<file path="src/rtl/fetch_redirect_ctrl_if.sv">
// Fetch-control bundle: pipeline status in, fetch PC register inputs and stall/flush lines out.
// master = the controller that drives the PC inputs and stall/flush lines; slave = the pipeline side.
interface fetch_redirect_ctrl_if #(
    parameter int unsigned XLEN = 32
);
    logic [XLEN-1:0] pc_f;
    logic            imem_ready;
    logic            load_use_d;
    logic            redirect_e;
    logic [XLEN-1:0] redirect_target_e;

    logic [XLEN-1:0] pc_next;
    logic [XLEN-1:0] pc_restore;
    logic            stallF;
    logic            flushF;
    logic            stallD;
    logic            flushD;
    logic            flushE;
    logic [31:0]     flush_count;
    logic [31:0]     stall_count;

    modport master (
        input  pc_f, imem_ready, load_use_d, redirect_e, redirect_target_e,
        output pc_next, pc_restore, stallF, flushF, stallD, flushD, flushE,
               flush_count, stall_count
    );

    modport slave (
        output pc_f, imem_ready, load_use_d, redirect_e, redirect_target_e,
        input  pc_next, pc_restore, stallF, flushF, stallD, flushD, flushE,
               flush_count, stall_count
    );
endinterface

</file>
<file path="src/rtl/fetch_redirect_ctrl.sv">
// Fetch PC redirect/stall/flush controller with boot restart and stale-response drain.
// Optional redirect/stall performance counters are built when HAZARD_PERF_EN is defined.
module fetch_redirect_ctrl #(
    parameter int unsigned         XLEN     = 32,
    parameter logic [XLEN-1:0]     RESET_PC = '0,
    parameter int unsigned         PC_STEP  = 4
) (
    input  logic                    clk,
    input  logic                    rst,
    fetch_redirect_ctrl_if.master   bus
);

    typedef enum logic [1:0] {
        BOOT  = 2'd0,
        RUN   = 2'd1,
        DRAIN = 2'd2
    } state_t;

    state_t          state;
    state_t          state_next;
    logic [XLEN-1:0] restore_q;
    logic [XLEN-1:0] target_aligned;
    logic            take_redirect;

    logic stall_f;
    logic flush_f;
    logic stall_d;
    logic flush_d;
    logic flush_e;

    assign target_aligned = {bus.redirect_target_e[XLEN-1:2], 2'b00};
    assign take_redirect  = bus.redirect_e && (state != BOOT) && !rst;

    // NOTE: sequential state uses non-blocking assignments so every register samples pre-edge values.
    always_ff @(posedge clk) begin
        if (rst) begin
            state     <= BOOT;
            restore_q <= RESET_PC;
        end else begin
            state <= state_next;
            if (take_redirect) begin
                restore_q <= target_aligned;
            end
        end
    end

    // NOTE: every signal written here gets a default first so no latch is inferred.
    always_comb begin
        state_next = state;
        stall_f    = 1'b0;
        flush_f    = 1'b0;
        stall_d    = 1'b0;
        flush_d    = 1'b0;
        flush_e    = 1'b0;

        unique case (state)
            BOOT: begin
                flush_f    = 1'b1;
                flush_d    = 1'b1;
                flush_e    = 1'b1;
                state_next = RUN;
            end
            RUN, DRAIN: begin
                if (bus.redirect_e) begin
                    flush_f    = 1'b1;
                    flush_d    = 1'b1;
                    flush_e    = 1'b1;
                    state_next = bus.imem_ready ? RUN : DRAIN;
                end else if (state == DRAIN) begin
                    // The response landing with imem_ready belongs to the squashed PC.
                    stall_f    = 1'b1;
                    flush_d    = 1'b1;
                    state_next = bus.imem_ready ? RUN : DRAIN;
                end else if (bus.load_use_d) begin
                    stall_f = 1'b1;
                    stall_d = 1'b1;
                    flush_e = 1'b1;
                end else if (!bus.imem_ready) begin
                    stall_f = 1'b1;
                    flush_d = 1'b1;
                end
            end
            default: begin
                state_next = BOOT;
            end
        endcase

        if (rst) begin
            stall_f = 1'b0;
            flush_f = 1'b0;
            stall_d = 1'b0;
            flush_d = 1'b0;
            flush_e = 1'b0;
        end
    end

    assign bus.pc_next    = bus.pc_f + XLEN'(PC_STEP);
    assign bus.pc_restore = rst           ? RESET_PC :
                            take_redirect ? target_aligned : restore_q;
    assign bus.stallF     = stall_f;
    assign bus.flushF     = flush_f;
    assign bus.stallD     = stall_d;
    assign bus.flushD     = flush_d;
    assign bus.flushE     = flush_e;

`ifdef HAZARD_PERF_EN
    logic [31:0] flush_cnt_q;
    logic [31:0] stall_cnt_q;

    always_ff @(posedge clk) begin
        if (rst) begin
            flush_cnt_q <= '0;
            stall_cnt_q <= '0;
        end else begin
            if (take_redirect && (flush_cnt_q != '1)) begin
                flush_cnt_q <= flush_cnt_q + 32'd1;
            end
            if (stall_f && (stall_cnt_q != '1)) begin
                stall_cnt_q <= stall_cnt_q + 32'd1;
            end
        end
    end

    assign bus.flush_count = flush_cnt_q;
    assign bus.stall_count = stall_cnt_q;
`else
    assign bus.flush_count = '0;
    assign bus.stall_count = '0;
`endif

endmodule

</file>
<file path="src/flat_wrapper.sv">
// flat-port wrapper written by rule: the top's interface ports become plain ports
module fetch_redirect_ctrl_flat 
#(
    parameter int unsigned         XLEN     = 32,
    parameter logic [XLEN-1:0]     RESET_PC = '0,
    parameter int unsigned         PC_STEP  = 4
)
  (clk, rst, bus_pc_f, bus_imem_ready, bus_load_use_d, bus_redirect_e, bus_redirect_target_e, bus_pc_next, bus_pc_restore, bus_stallF, bus_flushF, bus_stallD, bus_flushD, bus_flushE, bus_flush_count, bus_stall_count);
  fetch_redirect_ctrl_if #(.XLEN(XLEN)) bus_i ();
  input  logic clk;
  input  logic rst;
  input wire logic [$bits(bus_i.pc_f)-1:0] bus_pc_f;
  input wire logic [$bits(bus_i.imem_ready)-1:0] bus_imem_ready;
  input wire logic [$bits(bus_i.load_use_d)-1:0] bus_load_use_d;
  input wire logic [$bits(bus_i.redirect_e)-1:0] bus_redirect_e;
  input wire logic [$bits(bus_i.redirect_target_e)-1:0] bus_redirect_target_e;
  output wire logic [$bits(bus_i.pc_next)-1:0] bus_pc_next;
  output wire logic [$bits(bus_i.pc_restore)-1:0] bus_pc_restore;
  output wire logic [$bits(bus_i.stallF)-1:0] bus_stallF;
  output wire logic [$bits(bus_i.flushF)-1:0] bus_flushF;
  output wire logic [$bits(bus_i.stallD)-1:0] bus_stallD;
  output wire logic [$bits(bus_i.flushD)-1:0] bus_flushD;
  output wire logic [$bits(bus_i.flushE)-1:0] bus_flushE;
  output wire logic [$bits(bus_i.flush_count)-1:0] bus_flush_count;
  output wire logic [$bits(bus_i.stall_count)-1:0] bus_stall_count;
  assign bus_i.pc_f = bus_pc_f;
  assign bus_i.imem_ready = bus_imem_ready;
  assign bus_i.load_use_d = bus_load_use_d;
  assign bus_i.redirect_e = bus_redirect_e;
  assign bus_i.redirect_target_e = bus_redirect_target_e;
  assign bus_pc_next = bus_i.pc_next;
  assign bus_pc_restore = bus_i.pc_restore;
  assign bus_stallF = bus_i.stallF;
  assign bus_flushF = bus_i.flushF;
  assign bus_stallD = bus_i.stallD;
  assign bus_flushD = bus_i.flushD;
  assign bus_flushE = bus_i.flushE;
  assign bus_flush_count = bus_i.flush_count;
  assign bus_stall_count = bus_i.stall_count;
  fetch_redirect_ctrl #(.XLEN(XLEN), .RESET_PC(RESET_PC), .PC_STEP(PC_STEP)) u_core (.clk(clk), .rst(rst), .bus(bus_i));
endmodule
</file>
<file path="config.mk">
export PLATFORM = sky130hd
export DESIGN_NAME = fetch_redirect_ctrl_flat
export DESIGN_NICKNAME = d
export VERILOG_FILES = /design/src/rtl/fetch_redirect_ctrl_if.sv /design/src/rtl/fetch_redirect_ctrl.sv /design/src/flat_wrapper.sv
export SDC_FILE = /design/constraint.sdc
export NUM_CORES = 1
export LEC_CHECK = 0
export CAP_MARGIN = 10
export CORE_ASPECT_RATIO = 0.75
export CORE_MARGIN = 4
export CORE_UTILIZATION = 36
export CTS_BUF_LIST = sky130_fd_sc_hd__clkbuf_2 sky130_fd_sc_hd__clkbuf_4 sky130_fd_sc_hd__clkbuf_8
export CTS_CLUSTER_SIZE = 8
export DETAILED_ROUTE_END_ITERATION = 6
export GPL_ROUTABILITY_DRIVEN = 0
export PLACE_DENSITY = 0.85
export SLEW_MARGIN = 20
export SYNTH_ARGS = -nofsm -noshare
export SYNTH_HDL_FRONTEND = slang
export SYNTH_SLANG_ARGS = --single-unit
</file>
<file path="constraint.sdc">
create_clock -name clk -period 2.7 [get_ports clk]
set_input_delay 0.675 -clock clk [delete_from_list [all_inputs] [get_ports clk]]
set_output_delay 0.675 -clock clk [all_outputs]
set_load 0.02 [all_outputs]
</file>
==> metrics.yaml <==
max-vdd-ir-drop_mv: 0.2686
die_h_um: 79.55
cts_sinks: 34
async_flop_share: 0
die_w_um: 103.4
track_usage: 0.1963
antennaDiodeCount: 0
layout.nets: 568
finalSetupViolCount: 0
grt_max_degree: 23
synth_top_area_cell: "dfxtp_1"
power.internal_w: 0.001025
pwr-share-clk: 0.247
synth_edf_count: 0
dp.final_hpwl_um: 6479
cts_tree: "done"
cts-htree-levels: 2
numCtsBuffers: 5
die_area_mm2: 0.008225
netlist_area_mm2: 0.002457
holdWs_ns: 0.4732
p_sw_frac: 0.3412
tns_ns: 0
p_per_area_mw_per_mm2: 387.6
synth_top_area_frac: 0.2770
wl_per_cell_um: 14.44
finalCritPeriodShare: 0.9807
grt_overflow: 0
vias: 2585
period_minus_slack_ns: 2.648
root_buffer: "clkbuf_8"
viasPerCell: 4.488
critPathMaxStageDelay_ns: 0.36
drt_pass1_iterations: 4
cp_data_required_time_ns: 2.03
insertion_delay_ns: 0.27
dp.cells: 558
combPwrFrac: 0.399
drv_slew: 0
grt_first_pass_wirelength_um: 12810
drtIter0Drc: 58
nFillCells: 594
drc: 0
critPathSlowestCell: "nor4_2"
syn_inst: 313
fin_skew_ns: 0.003482
hold_viol_final: 0
ys.flop_type: "dfxtp_1"
drv_cap: 0
crit_path_max_fanout: 4
synthTopCellsByArea: "dfxtp_1, buf_4, xnor2_1"
area_growth_pct: 63.39
path_cells: "clkdlybuf4s15_2, ha_4, nand4_1, nor4_2, xor2_1, buf_4"
core_mm2: 0.006475
path_clk_slew_ns: 0.07
avgSynthCellArea_um2: 7.851
status: "finished, final reports clean"
rows: 25
grt_pass1_vias: 2601
wl_um: 8320
io_pins: 202
ant_nets: 0
setup_slack_ns: 0.05199
fin_cells: 576
start_util: 0.3795
portBuffers: 131
synth_seq_cells: 34
start_kind: "input pin"
hp-class: "flop to flop"
synth_cell_types: 31
place_ws_ns: -0.8730
power_frac_seq: 0.354
cellLeakagePower_nw: 1.884
yosysWarnings: 0
end_kind: "output port"
cts_buffer_depth: 2
p_sw_w: 0.0005311
timing.fmax_mhz: 377.6
ys_seq_area_frac: 0.2770
antenna_found_initial: 0
worstSetupPathType: "input pin to output port"
power.total_w: 0.001556
drive_above_1_share: 0.3152
cp_data_arrival_time_ns: 1.97
## through the flow
step                  util  instance area, um^2
finish              0.6201                 4015
global route        0.6201                 4015
CTS                 0.6340                 4105
detailed placement  0.6091                 3944
global placement    0.6091                 3944
floorplan                -                 2694
## power by group through the flow
stage	registers, W	clock network [W]	logic (W)
after global placement	0.000561	0	0.000626
after detailed placement	0.000563	0	0.000638
after floorplan	0.000560	0	0.000372
after global routing	0.000554	0.000431	0.000667
final	0.000551	0.000385	0.000620
after CTS	0.000551	0.000404	0.000626
## metal layers
| layer | global-route usage | routed length, um | vias up |
|---|---|---|---|
| met5 | 0 | 0 | - |
| met4 | 0.05692 | 228 | 0 |
| met3 | 0.04279 | 505 | 23 |
| met2 | 0.3543 | 4319 | 94 |
| met1 | 0.2296 | 3266 | 1196 |
| li1 | - | - | 1272 |
## repair_timing
action,4_1_cts,5_1_grt
buffers inserted,7,0
endpoints found under the hold margin,0,0
pin swaps,14,14
cloned,3,0
hold buffers,0,0
gates resized for setup,323,63
endpoints found under the setup margin,66,43
## critical path, delay by kind of cell
kind                     cells  cell delay, ns
AND/OR/NAND/NOR              2            0.55
XOR/XNOR                     1            0.18
buffers and inverters        2            0.40
adder cells (fa/ha/maj)      1            0.16
## registers in the layout, summed over array words and instances, names as in the netlist
name / count
u_core.restore_q: 32
u_core.state: 2
## worst paths after layout
path	start	endpoint	slack (ns)	depth (start not counted)
min reg2reg	u_core.restore_q[22]	u_core.restore_q[22]	0.47	2
max reg2reg	u_core.state[0]	u_core.restore_q[5]	1.15	8
min	u_core.restore_q[22]	u_core.restore_q[22]	0.47	2
max	bus_pc_f[3]	bus_pc_next[28]	0.05	6
## kinds of logic (layout without fill, tap and decap cells)
logic type / count (synthesis) / in the layout / share of synthesized area
simple gates: 125 / 125 / 0.2892
compound gates: 38 / 38 / 0.08045
buf+inv: 82 / 201 / 0.2266
fa+ha+maj: 5 / 5 / 0.02546
xor+xnor: 28 / 28 / 0.09979
other cells: 1 / 64 / 0.001526
flops: 34 / 34 / 0.2770
## cell usage in the layout, fill, tap and decap left out, drive strengths merged
cell type and count:
dfxtp 34, clkbuf 15, inv 4, or3b 1, nand3b 1, nand2b 30
and3 6, a21boi 1, nor3b 6, o21ai 31, conb 64, nand2 37
dlymetal6s2s 2, bufbuf 1, nor4 2, clkinv 1, ha 5, and4 4
dlygate4sd2 17, a21oi 4, a211oi 1, xnor2 23, clkdlybuf4s15 12, clkdlybuf4s50 40
buf 109, nor2 6, nand4 11, nor3 3, nand3 14, and2 4
xor2 5, o21bai 1
## Yosys cell counts, types with 3 or more instances
cell      count
xor2_1        5
nand2b_1     30
o21ai_0      31
buf_4        66
nor2_1        6
ha_1          5
and2_1        4
nand3_1      14
and4_1        4
xnor2_1      23
dfxtp_1      34
and3_1        5
nand2_1      37
nand4_1      10
inv_1         4
nor3b_1       5
nor3_1        3
clkbuf_1     11
a21oi_1       4
## final cells by class
cell class | count | area, um^2 | share of cell area
Timing Repair Buffer | 189 | 1573 | 0.3917
Clock inverter | 1 | 5.005 | 0.001246
Multi-Input combinational cell | 260 | 1550 | 0.3861
Sequential cell | 34 | 680.7 | 0.1695
Inverter | 4 | 15.01 | 0.003739
Tap cell | 81 | 101.3 | 0.02524
Clock buffer | 7 | 90.09 | 0.02244
(Power assumes the default switching activity.)
